--- src/rtl/vc_flit_queue_if.sv ---
// vc_flit_queue_if
//   Push/pop handshake and per-VC status bundle for vc_flit_queue.
//   master : producer/consumer side (drives pushes, pop-ready, flushes)
//   slave  : the queue (drives push-ready, pop data, full/count status)
//   Signals:
//     pushed_flit/pushed_vc/pushed_flit_valid -> push request
//     pushed_flit_ready                      <- target VC can accept
//     poped_flit_ready                       -> consumer takes the head
//     poped_flit_valid/poped_flit/poped_vc   <- granted head flit
//     vc_flush                               -> per-VC synchronous clear
//     vc_full/vc_count                       <- per-VC credit status
interface vc_flit_queue_if #(
  parameter int NUM_VC             = 4,
  parameter int NUM_ENTRIES_PER_VC = 4,
  parameter int FLIT_W             = 8
);
  localparam int VC_W  = (NUM_VC > 1) ? $clog2(NUM_VC) : 1;
  localparam int CNT_W = $clog2(NUM_ENTRIES_PER_VC + 1);

  typedef logic [FLIT_W-1:0] flit_t;

  flit_t                    pushed_flit;
  logic [VC_W-1:0]          pushed_vc;
  logic                     pushed_flit_valid;
  logic                     pushed_flit_ready;
  logic                     poped_flit_ready;
  logic                     poped_flit_valid;
  flit_t                    poped_flit;
  logic [VC_W-1:0]          poped_vc;
  logic [NUM_VC-1:0]        vc_flush;
  logic [NUM_VC-1:0]        vc_full;
  logic [NUM_VC*CNT_W-1:0]  vc_count;

  modport master (
    output pushed_flit, pushed_vc, pushed_flit_valid, poped_flit_ready, vc_flush,
    input  pushed_flit_ready, poped_flit_valid, poped_flit, poped_vc, vc_full, vc_count
  );

  modport slave (
    input  pushed_flit, pushed_vc, pushed_flit_valid, poped_flit_ready, vc_flush,
    output pushed_flit_ready, poped_flit_valid, poped_flit, poped_vc, vc_full, vc_count
  );
endinterface

--- src/rtl/vc_flit_queue.sv ---
// vc_flit_queue
//   Multi-VC flit buffer: NUM_VC independent FIFOs of NUM_ENTRIES_PER_VC flits,
//   one shared round-robin pop port, per-VC full/count for credit return and
//   a per-VC synchronous flush.
//   Ports:
//     clk  - clock, all state on rising edge
//     rst  - asynchronous active-high reset
//     q    - vc_flit_queue_if.slave (push, pop, flush, status)
//   vc_flit_lane is the per-VC storage element, one instance per VC.

// vc_flit_lane
//   One VC's FIFO. The parent only asserts push_i when not full and pop_i
//   when not empty; flush_i overrides both and zeroes count and pointers.
//   Ports: clk, rst, push_i, pop_i, flush_i, data_i -> head_o, count_o,
//          full_o, empty_o
module vc_flit_lane #(
  parameter int DEPTH  = 4,
  parameter int FLIT_W = 8,
  parameter int CNT_W  = 3
) (
  input  logic              clk,
  input  logic              rst,
  input  logic              push_i,
  input  logic              pop_i,
  input  logic              flush_i,
  input  logic [FLIT_W-1:0] data_i,
  output logic [FLIT_W-1:0] head_o,
  output logic [CNT_W-1:0]  count_o,
  output logic              full_o,
  output logic              empty_o
);
  localparam int PTR_W = $clog2(DEPTH);

  logic [FLIT_W-1:0] mem_q [DEPTH];
  logic [PTR_W-1:0]  wr_q, wr_d, rd_q, rd_d;
  logic [CNT_W-1:0]  cnt_q, cnt_d;

  // Depth is a power of two, so pointers wrap by natural overflow.
  always_comb begin
    wr_d  = wr_q;
    rd_d  = rd_q;
    cnt_d = cnt_q;
    if (flush_i) begin
      wr_d  = '0;
      rd_d  = '0;
      cnt_d = '0;
    end else begin
      if (push_i) wr_d = wr_q + 1'b1;
      if (pop_i)  rd_d = rd_q + 1'b1;
      case ({push_i, pop_i})
        2'b10:   cnt_d = cnt_q + 1'b1;
        2'b01:   cnt_d = cnt_q - 1'b1;
        default: cnt_d = cnt_q;
      endcase
    end
  end

  always_ff @(posedge clk or posedge rst) begin
    if (rst) begin
      wr_q  <= '0;
      rd_q  <= '0;
      cnt_q <= '0;
    end else begin
      wr_q  <= wr_d;
      rd_q  <= rd_d;
      cnt_q <= cnt_d;
    end
  end

  // Data array is not reset; count gates every use of it.
  always_ff @(posedge clk) begin
    if (push_i) mem_q[wr_q] <= data_i;
  end

  assign head_o  = mem_q[rd_q];
  assign count_o = cnt_q;
  assign full_o  = (cnt_q == CNT_W'(DEPTH));
  assign empty_o = (cnt_q == '0);
endmodule

module vc_flit_queue #(
  parameter int NUM_VC             = 4,
  parameter int NUM_ENTRIES_PER_VC = 4,
  parameter int FLIT_W             = 8
) (
  input  logic          clk,
  input  logic          rst,
  vc_flit_queue_if.slave q
);
  localparam int VC_W  = (NUM_VC > 1) ? $clog2(NUM_VC) : 1;
  localparam int CNT_W = $clog2(NUM_ENTRIES_PER_VC + 1);

  logic [NUM_VC-1:0]             push_sel, push_en, pop_en, req, full, empty;
  logic [NUM_VC-1:0][FLIT_W-1:0] head;
  logic [NUM_VC-1:0][CNT_W-1:0]  cnt;
  logic [VC_W-1:0]               rr_q, rr_d, lock_vc_q, lock_vc_d, grant;
  logic                          lock_q, lock_d, valid, pop_fire;
  int                            arb_idx;

  genvar i;
  for (i = 0; i < NUM_VC; i++) begin : g_vc
    // Decode compares against real VC numbers only, so an out-of-range
    // pushed_vc selects nothing and is refused.
    assign push_sel[i] = (q.pushed_vc == VC_W'(i));
    assign push_en[i]  = q.pushed_flit_valid & push_sel[i] & ~full[i] & ~q.vc_flush[i];
    assign req[i]      = ~empty[i] & ~q.vc_flush[i];
    assign pop_en[i]   = pop_fire & (grant == VC_W'(i));

    vc_flit_lane #(
      .DEPTH  (NUM_ENTRIES_PER_VC),
      .FLIT_W (FLIT_W),
      .CNT_W  (CNT_W)
    ) u_lane (
      .clk     (clk),
      .rst     (rst),
      .push_i  (push_en[i]),
      .pop_i   (pop_en[i]),
      .flush_i (q.vc_flush[i]),
      .data_i  (q.pushed_flit),
      .head_o  (head[i]),
      .count_o (cnt[i]),
      .full_o  (full[i]),
      .empty_o (empty[i])
    );
  end

  // Arbiter: a held (locked) grant wins unless its VC is being flushed;
  // otherwise first requester at or after rr_q. The loop runs from the far
  // offset down so the nearest requester is the last (winning) assignment.
  always_comb begin
    grant   = '0;
    valid   = 1'b0;
    arb_idx = 0;
    if (lock_q && !q.vc_flush[lock_vc_q]) begin
      grant = lock_vc_q;
      valid = 1'b1;
    end else begin
      for (int k = NUM_VC - 1; k >= 0; k--) begin
        arb_idx = int'(rr_q) + k;
        if (arb_idx >= NUM_VC) arb_idx = arb_idx - NUM_VC;
        if (req[arb_idx]) begin
          grant = VC_W'(arb_idx);
          valid = 1'b1;
        end
      end
    end
  end

  assign pop_fire = valid & q.poped_flit_ready;

  // Offered-but-not-taken holds the grant; taking it releases the lock.
  always_comb begin
    rr_d      = rr_q;
    lock_d    = valid & ~q.poped_flit_ready;
    lock_vc_d = grant;
    if (pop_fire) rr_d = (grant == VC_W'(NUM_VC - 1)) ? '0 : grant + 1'b1;
  end

  always_ff @(posedge clk or posedge rst) begin
    if (rst) begin
      rr_q      <= '0;
      lock_q    <= 1'b0;
      lock_vc_q <= '0;
    end else begin
      rr_q      <= rr_d;
      lock_q    <= lock_d;
      lock_vc_q <= lock_vc_d;
    end
  end

  // Ready ignores pop on purpose: a full VC refuses even while it drains.
  assign q.pushed_flit_ready = |(push_sel & ~full & ~q.vc_flush);
  assign q.poped_flit_valid  = valid;
  assign q.poped_vc          = grant;
  assign q.poped_flit        = head[grant];
  assign q.vc_full           = full;
  assign q.vc_count          = cnt;
endmodule

--- src/flat_wrapper.sv ---
// flat-port wrapper written by rule: the top's interface ports become plain ports
module vc_flit_queue_flat 
#(
  parameter int NUM_VC             = 4,
  parameter int NUM_ENTRIES_PER_VC = 4,
  parameter int FLIT_W             = 8
)
  (clk, rst, q_pushed_flit, q_pushed_vc, q_pushed_flit_valid, q_poped_flit_ready, q_vc_flush, q_pushed_flit_ready, q_poped_flit_valid, q_poped_flit, q_poped_vc, q_vc_full, q_vc_count);
  vc_flit_queue_if #(.NUM_VC(NUM_VC), .NUM_ENTRIES_PER_VC(NUM_ENTRIES_PER_VC), .FLIT_W(FLIT_W)) q_i ();
  input  logic clk;
  input  logic rst;
  input wire logic [$bits(q_i.pushed_flit)-1:0] q_pushed_flit;
  input wire logic [$bits(q_i.pushed_vc)-1:0] q_pushed_vc;
  input wire logic [$bits(q_i.pushed_flit_valid)-1:0] q_pushed_flit_valid;
  input wire logic [$bits(q_i.poped_flit_ready)-1:0] q_poped_flit_ready;
  input wire logic [$bits(q_i.vc_flush)-1:0] q_vc_flush;
  output wire logic [$bits(q_i.pushed_flit_ready)-1:0] q_pushed_flit_ready;
  output wire logic [$bits(q_i.poped_flit_valid)-1:0] q_poped_flit_valid;
  output wire logic [$bits(q_i.poped_flit)-1:0] q_poped_flit;
  output wire logic [$bits(q_i.poped_vc)-1:0] q_poped_vc;
  output wire logic [$bits(q_i.vc_full)-1:0] q_vc_full;
  output wire logic [$bits(q_i.vc_count)-1:0] q_vc_count;
  assign q_i.pushed_flit = q_pushed_flit;
  assign q_i.pushed_vc = q_pushed_vc;
  assign q_i.pushed_flit_valid = q_pushed_flit_valid;
  assign q_i.poped_flit_ready = q_poped_flit_ready;
  assign q_i.vc_flush = q_vc_flush;
  assign q_pushed_flit_ready = q_i.pushed_flit_ready;
  assign q_poped_flit_valid = q_i.poped_flit_valid;
  assign q_poped_flit = q_i.poped_flit;
  assign q_poped_vc = q_i.poped_vc;
  assign q_vc_full = q_i.vc_full;
  assign q_vc_count = q_i.vc_count;
  vc_flit_queue #(.NUM_VC(NUM_VC), .NUM_ENTRIES_PER_VC(NUM_ENTRIES_PER_VC), .FLIT_W(FLIT_W)) u_core (.clk(clk), .rst(rst), .q(q_i));
endmodule
--- config.mk ---
export PLATFORM = sky130hd
export DESIGN_NAME = vc_flit_queue_flat
export DESIGN_NICKNAME = d
export VERILOG_FILES = /design/src/rtl/vc_flit_queue_if.sv /design/src/rtl/vc_flit_queue.sv /design/src/flat_wrapper.sv
export SDC_FILE = /design/constraint.sdc
export NUM_CORES = 1
export LEC_CHECK = 0
export BUFFER_PORTS_ARGS = -buffer_cell sky130_fd_sc_hd__buf_2
export CAP_MARGIN = 20
export CORE_MARGIN = 2
export CORE_UTILIZATION = 60
export DETAILED_ROUTE_END_ITERATION = 10
export GPL_TIMING_DRIVEN = 0
export PLACE_DENSITY = 0.79
export RECOVER_POWER = 100
export SLEW_MARGIN = 20
export SYNTH_ARGS = -nofsm -noshare
export SYNTH_HDL_FRONTEND = slang
export SYNTH_SLANG_ARGS = --single-unit
--- constraint.sdc ---
create_clock -name clk -period 3.8 [get_ports clk]
set_input_delay 0 -clock clk [delete_from_list [all_inputs] [get_ports clk]]
set_output_delay 0 -clock clk [all_outputs]
set_load 0.01 [all_outputs]
# Word-level counts from Yosys, hierarchy flattened
# Memories as Yosys holds them, arrays and structs flattened.
# Index checks and enable logic that the tools add are counted.
[totals] inputBits=18 wordCells=198 output_inout_bits=28 ram_bits=128 latchBits=0 n_memories=4 reg_bits=33 rom_bits=0
[memory_table] name="u_core.g_vc[0].u_lane.mem_q" words=4 word_bits=8 rd=1 rd_clocked_by_memory_dff=0 wr=1 line_no="vc_flit_queue.sv:34" rtl="logic [FLIT_W-1:0] mem_q [DEPTH];"
[memory_table] name="u_core.g_vc[1].u_lane.mem_q" words=4 word_bits=8 rd=1 rd_clocked_by_memory_dff=0 wr=1 line_no="vc_flit_queue.sv:34"
[memory_table] name="u_core.g_vc[2].u_lane.mem_q" words=4 word_bits=8 rd=1 rd_clocked_by_memory_dff=0 wr=1 line_no="vc_flit_queue.sv:34"
[memory_table] name="u_core.g_vc[3].u_lane.mem_q" words=4 word_bits=8 rd=1 rd_clocked_by_memory_dff=0 wr=1 line_no="vc_flit_queue.sv:34"
[classes] n_addsub=24 n_bitwise=39 magnitude_cmp=10 muxes=67 n_eq_ne=18 n_shift=0 div_mod_pow=0 n_mul=0 reduce_logical=21
[ops] operator="$mux 32" count=8
[ops] operator="$lt 32x4->1 const B" count=4
[ops] operator="$ge 32x4->1 const B" count=3
[ops] operator="$sub 32x4->32 const B" count=3
[ops] operator="$mux 2" count=22
[ops] operator="$pmux 3 s2" count=4
[ops] operator="$and 1x1->1" count=22
[ops] operator="$mux 1" count=22
[ops] operator="$add 2x1->2 const B" count=9
[ops] operator="$bmux 8 s2" count=1
[ops] operator="$eq 2x2->1 const B" count=8
[ops] operator="$reduce_bool 2->1" count=8
[ops] operator="$not 1->1" count=13
[ops] operator="$add 3x1->3 const B" count=4
[ops] operator="$eq 2x1->1 const B" count=6
[ops] operator="$eq 3x3->1 const B" count=4
[ops] operator="$logic_not 3->1" count=4
[ops] operator="$mux 3" count=4
[ops] operator="$reduce_bool 3->1" count=4
[ops] operator="$sub 3x1->3 const B" count=4
[ops] operator="$bmux 1 s2" count=5
[ops] operator="$and 4x4->4" count=2
[ops] operator="$mux 8" count=1
[ops] operator="$not 4->4" count=2
[ops] operator="9 further kinds" count=12

# Logic depth before layout (Yosys ltp)
[logic_depth] ltp_word=18 ltp_mapped=17 ltp_nobuf=13

# Cells and area by module
# A second synthesis with hierarchy kept.
[hier_totals] cells_unflattened=404 hier_area_um2=7141.8
[by_module_without_submodules] mod="vc_flit_lane" cells_per_inst=84 area_per_inst_um2=1600.3 seq_area_each_um2=1136.1 n_inst=4
[by_module_without_submodules] mod="vc_flit_queue" cells_per_inst=68 area_per_inst_um2=740.7 seq_area_each_um2=125.1 n_inst=1

# Least setup slack after synthesis
# OpenSTA, ideal clock, no wires.
[synth_timing] kind="register to register" start="register u_core.g_vc[3].u_lane.cnt_q[0]" end="register u_core.g_vc[3].u_lane.cnt_q[2]" synth_period_minus_slack_ns=3.496 setup_time_ns=0.132 t_required_ns=3.668 setup_slack_ns=0.304 stages_incl_launch_ff=16 arrival_time_ns=3.364 n_path_buf=2 cell_sequence="dfrtp_1 nor3_1 o22ai_1 o2bb2ai_1 o221ai_4 clkbuf_1 clkbuf_1 inv_1 ha_1 o311ai_2 a21oi_1 fa_1 nor3b_1 a21oi_1 xor2_1 nor2_1"
[synth_between] elab_chain_cells=16 word_cells_on_any_way=39 classes_between="add/sub: 2; eq/ne: 4; mux: 24; bitwise: 7; reduce/logical: 2"
[synth_rtl] element="from (decl)" line_no="vc_flit_queue.sv:36" rtl="logic [CNT_W-1:0] cnt_q, cnt_d;"
[synth_rtl] element="from (signal assigned)" line_no="vc_flit_queue.sv:66" rtl="cnt_q <= cnt_d;"
[synth_rtl] element="$logic_not 3->1" line_no="vc_flit_queue.sv:78" rtl="assign empty_o = (cnt_q == '0);"
[synth_rtl] element="$not 1->1" line_no="vc_flit_queue.sv:106" rtl="assign req[i] = ~empty[i] & ~q.vc_flush[i];"
[synth_rtl] element="$and 1x1->1" line_no="vc_flit_queue.sv:106"
[synth_rtl] element="$bmux 1 s2" line_no="vc_flit_queue.sv:141" rtl="if (req[arb_idx]) begin"
[synth_rtl] element="$mux 1 (not written as such) (2 in series)" line_no="vc_flit_queue.sv:141"
[synth_rtl] element="$mux 2 or $mux 1 (tied branches) (4 in series)" line_no="vc_flit_queue.sv:141"
[synth_rtl] element="$mux 2 or $mux 1 (tied branches)" line_no="vc_flit_queue.sv:134" rtl="if (lock_q && !q.vc_flush[lock_vc_q]) begin"
[synth_rtl] element="$eq 2x2->1 or $and 1x1->1 (tied branches)" line_no="vc_flit_queue.sv:107, vc_flit_queue.sv:149"
[synth_rtl] element="$and 1x1->1" line_no="vc_flit_queue.sv:107" rtl="assign pop_en[i] = pop_fire & (grant == VC_W'(i));"
[synth_rtl] element="$eq 2x1->1 or $eq 2x2->1 (tied branches)" line_no="vc_flit_queue.sv:50" rtl="case ({push_i, pop_i})"
[synth_rtl] element="$pmux 3 s2" line_no="vc_flit_queue.sv:50"
[synth_rtl] element="$mux 3" line_no="vc_flit_queue.sv:43" rtl="if (flush_i) begin"
# Several ways; a longest one is shown, not always the timed one. The select of a mux whose other input is x is not followed.
# A chain may end at the register's enable or synchronous reset.

# Worst setup path in the final report
[layout_timing] start="register u_core.g_vc[2].u_lane.cnt_q[1]" end="register u_core.g_vc[3].u_lane.cnt_q[2]"
[layout_between] elab_chain_cells=16 word_cells_on_any_way=33 classes_between="eq/ne: 3; mux: 24; bitwise: 4; reduce/logical: 2"
[layout_rtl] element="from (decl)" line_no="vc_flit_queue.sv:36"
[layout_rtl] element="from (signal assigned)" line_no="vc_flit_queue.sv:66"
[layout_rtl] element="$logic_not 3->1 *" line_no="vc_flit_queue.sv:78"
[layout_rtl] element="$not 1->1 *" line_no="vc_flit_queue.sv:106"
[layout_rtl] element="$and 1x1->1 *" line_no="vc_flit_queue.sv:106"
[layout_rtl] element="$bmux 1 s2" line_no="vc_flit_queue.sv:141"
[layout_rtl] element="$mux 1 (not written as such) (2 in series)" line_no="vc_flit_queue.sv:141"
[layout_rtl] element="$mux 2 or $mux 1 (tied branches) (4 in series)" line_no="vc_flit_queue.sv:141"
[layout_rtl] element="$mux 2 or $mux 1 (tied branches)" line_no="vc_flit_queue.sv:134"
[layout_rtl] element="$eq 2x2->1 or $and 1x1->1 (tied branches)" line_no="vc_flit_queue.sv:107, vc_flit_queue.sv:149"
[layout_rtl] element="$and 1x1->1 *" line_no="vc_flit_queue.sv:107"
[layout_rtl] element="$eq 2x1->1 or $eq 2x2->1 (tied branches)" line_no="vc_flit_queue.sv:50"
[layout_rtl] element="$pmux 3 s2" line_no="vc_flit_queue.sv:50"
[layout_rtl] element="$mux 3" line_no="vc_flit_queue.sv:43"
# Every way passes the cells marked *; elsewhere a longest branch is shown, timed or not. The select of a mux whose other input is x is not followed.

==> impl_metrics.env <==
export IMPL_drtPass1Iterations=5
export IMPL_fin_skew_ns=0.0107
export IMPL_synthToLayoutAreaGrowth_pct=15.4
export IMPL_cts_clk_slew_worst_paths_ns=0.06
export IMPL_cts_tree="yes"
export IMPL_max_freq_ghz=0.282
export IMPL_dp_hpwl_microns=10000
export IMPL_synthTopCellsByCount="edfxtp_1, dfrtp_1, mux4_2"
export IMPL_crit_path_frequent_cell="a21oi_1"
export IMPL_period_minus_slack_ns=3.54
export IMPL_crit_type="reg -> reg"
export IMPL_drc=0
export IMPL_root_buffer="clkbuf_16"
export IMPL_setup_viol=0
export IMPL_fill_cells=791
export IMPL_syn_num_nets=496
export IMPL_synth_edf_count=128
export IMPL_clock_path_buffers=2
export IMPL_worstSetupStartpointType="flop"
export IMPL_clk_latency_ns=0.42
export IMPL_die_area_sq_mm=0.0130
export IMPL_cts_buffers=17
export IMPL_grt_pass1_wl_microns=23100
export IMPL_cp_cell_sequence="nor3_1 > o22ai_1 > o2bb2ai_1 > o221ai_4 > clkbuf_2 > inv_1 > ha_1 > o311ai_2 > a21oi_1 > fa_1 > nor3b_1 > a21oi_1 > xor2_1 > nor2_1"
export IMPL_tightest_slew_ns=1.36
export IMPL_finalCritPeriodShare_pct=93.3
export IMPL_tns_ns=0
export IMPL_leakage_nw=3.01
export IMPL_drtIter0Drc=379
export IMPL_grt_util_all_layers_pct=24.5
export IMPL_slew_headroom_pct=9.49
export IMPL_synthFlopType="edfxtp_1"
export IMPL_p_per_area_mw_per_mm2=631
export IMPL_setup_slack_ns=0.255
export IMPL_cap_violations=0
export IMPL_htree_num_levels=4
export IMPL_fin_hold_ws_ns=0.0473
export IMPL_die_x_microns=114
export IMPL_finalNonFillerCells=691
export IMPL_die_h_microns=114
export IMPL_num_rows=40
export IMPL_cts_num_sinks=161
export IMPL_async_flop_share_pct=20.5
export IMPL_slowest_delay_ns=0.45
export IMPL_yosys_warnings=0
export IMPL_dpl_instance_area_sq_mm=0.00769
export IMPL_viasPerCell=6.18
export IMPL_ir_drop_mv=0.445
export IMPL_io_pins=46
export IMPL_yosysSeqAreaShare_pct=64.2
export IMPL_antenna_left=0
export IMPL_drive_above_1_share_pct=16.7
export IMPL_yosysTopAreaCell="edfxtp_1"
export IMPL_pre_cts_ws_ns=-0.464
export IMPL_crit_fanout=10
export IMPL_hold_path_class="in -> reg"
export IMPL_final_area_sq_mm=0.00840
export IMPL_power_mw=5.30
export IMPL_synthTopCellsByArea="edfxtp_1, dfrtp_1, mux4_2, ha_1, mux2i_1"
export IMPL_avgRoutedWirePerCell_microns=21.7
export IMPL_worst_setup_path_end_kind="flop"
export IMPL_wl_microns=15000
export IMPL_cp_arrival_ns=3.84
export IMPL_grt_max_degree=34
export IMPL_dr_total_vias=4267
export IMPL_grt_pass1_vias=4233
export IMPL_syn_avg_cell_area_sq_um=15.9
export IMPL_synth_top_area_share_pct=52.8
export IMPL_diodes=0
export IMPL_placedCellCount=647
export IMPL_port_buffers=43
export IMPL_core_region_area_sq_mm=0.0119
export IMPL_rsz0062_at_grt="false"
export IMPL_hold_viol=0
export IMPL_syn_area_sq_mm=0.00728
export IMPL_ys_ff_latch=161
export IMPL_synth_cell_types=60
export IMPL_final_util_pct=70.5
export IMPL_run_status="finished, final reports clean"
export IMPL_yosysMostFrequentCell="edfxtp_1"
export IMPL_gp_congestion=0.895
export IMPL_antenna_found_initial=0
export IMPL_overflow=0
export IMPL_worstPathRequired_ns=4.09
export IMPL_syn_inst=457
export IMPL_cp_slowest_cell="dfrtp_1"
export IMPL_start_util_pct=61.1
export IMPL_final_nets=570
export IMPL_finalMaxSlewViolations=0
-- what timing repair did --
item,CTS,global route
gates resized for setup,2,0
setup buffers,0,3
endpoints found under the hold margin,122,0
endpoints found under the setup margin,3,2
pin swaps,0,1
hold buffers,10,0
-- placed cells by master, fill, tap and decap left out, drive strengths merged, types with 2 or more instances in the layout --
| cell type | n |
|---|---|
| nand2 | 18 |
| edfxtp | 128 |
| o311ai | 2 |
| mux4 | 33 |
| nor2 | 20 |
| fa | 4 |
| nand4 | 4 |
| o21a | 2 |
| xnor2 | 9 |
| a21boi | 2 |
| xor2 | 4 |
| clkinvlp | 2 |
| nor3 | 9 |
| and3 | 16 |
| mux2i | 14 |
| o21ai | 3 |
| clkbuf | 64 |
| nand3 | 5 |
| a21oi | 19 |
| ha | 17 |
| dlygate4sd3 | 10 |
| buf | 26 |
| a211oi | 8 |
| or3 | 7 |
| dfrtp | 33 |
| and2 | 2 |
| a21o | 2 |
| mux2 | 3 |
| a22o | 4 |
| nor3b | 11 |
| clkinv | 6 |
| bufinv | 6 |
| inv | 16 |
| nor2b | 15 |
| o211ai | 2 |
-- flip-flops by register name (all words and copies together) (netlist names) --
register                    flops
u_core.lock_vc_q                2
u_core.rr_q                     2
u_core.g_vc.u_lane.rd_q         8
u_core.lock_q                   1
u_core.g_vc.u_lane.mem_q      128
u_core.g_vc.u_lane.count_o     12
u_core.g_vc.u_lane.wr_q         8
-- critical path: cells and delay by family, from the launching register on --
family | cells | cell delay, ns
flops | 1 | 0.45
fa+ha+maj | 2 | 0.62
compound gates | 6 | 1.14
buf+inv | 2 | 0.40
simple gates | 3 | 0.64
xor+xnor | 1 | 0.14
-- power by group --
| group | switching (mW) | internal [mW] |
|---|---|---|
| registers | 0.0895 | 1.98 |
| clock network | 0.669 | 1.23 |
| logic | 0.764 | 0.560 |
| total | 1.52 | 3.78 |
-- logic make-up (layout without fill, tap and decap cells) --
family | after synthesis | after routing | synth area share, %
buffers and inverters | 43 | 130 | 2.70
and+or+nand+nor | 113 | 113 | 8.79
muxes | 50 | 50 | 12.6
adders and majority gates | 21 | 21 | 4.02
xor gates and xnor gates | 14 | 14 | 1.87
DFF | 161 | 161 | 64.2
AOI/OAI and AO/OA | 55 | 55 | 5.83
-- path summary, 6_finish.rpt --
path                       slack [ns]                              from  cells after the start                               end
min in group asynchronous        0.51                               rst                      3  u_core.g_vc[3].u_lane.count_o[2]
max in group asynchronous        2.48                               rst                      3     u_core.g_vc[0].u_lane.wr_q[1]
setup reg to reg                 0.26  u_core.g_vc[2].u_lane.count_o[1]                     14  u_core.g_vc[3].u_lane.count_o[2]
setup / recovery                 0.26  u_core.g_vc[2].u_lane.count_o[1]                     14  u_core.g_vc[3].u_lane.count_o[2]
hold / removal                   0.05                    q_pushed_vc[1]                      4     u_core.g_vc[1].u_lane.wr_q[1]
hold reg to reg                  0.58     u_core.g_vc[2].u_lane.wr_q[1]                      2     u_core.g_vc[2].u_lane.wr_q[1]
-- area by class of cell --
| type | count | area (sq um) | area share, % |
|---|---|---|---|
| Clock buffer | 18 | 429 | 5.11 |
| Multi-Input combinational cell | 253 | 2390 | 28.5 |
| Sequential cell | 161 | 4670 | 55.6 |
| Buffer | 26 | 130 | 1.55 |
| Clock inverter | 14 | 236 | 2.82 |
| Tap cell | 147 | 184 | 2.19 |
| Timing Repair Buffer | 56 | 292 | 3.47 |
| Inverter | 16 | 62.6 | 0.745 |
-- routing by layer --
metal,GRT usage (%),up-vias,wire (microns)
li1,-,1912,-
met1,32.8,2145,6180
met2,40.6,176,7440
met3,4.66,34,1040
met4,8.94,0,334
met5,0,-,0
Power figures use the tool's default switching activity.
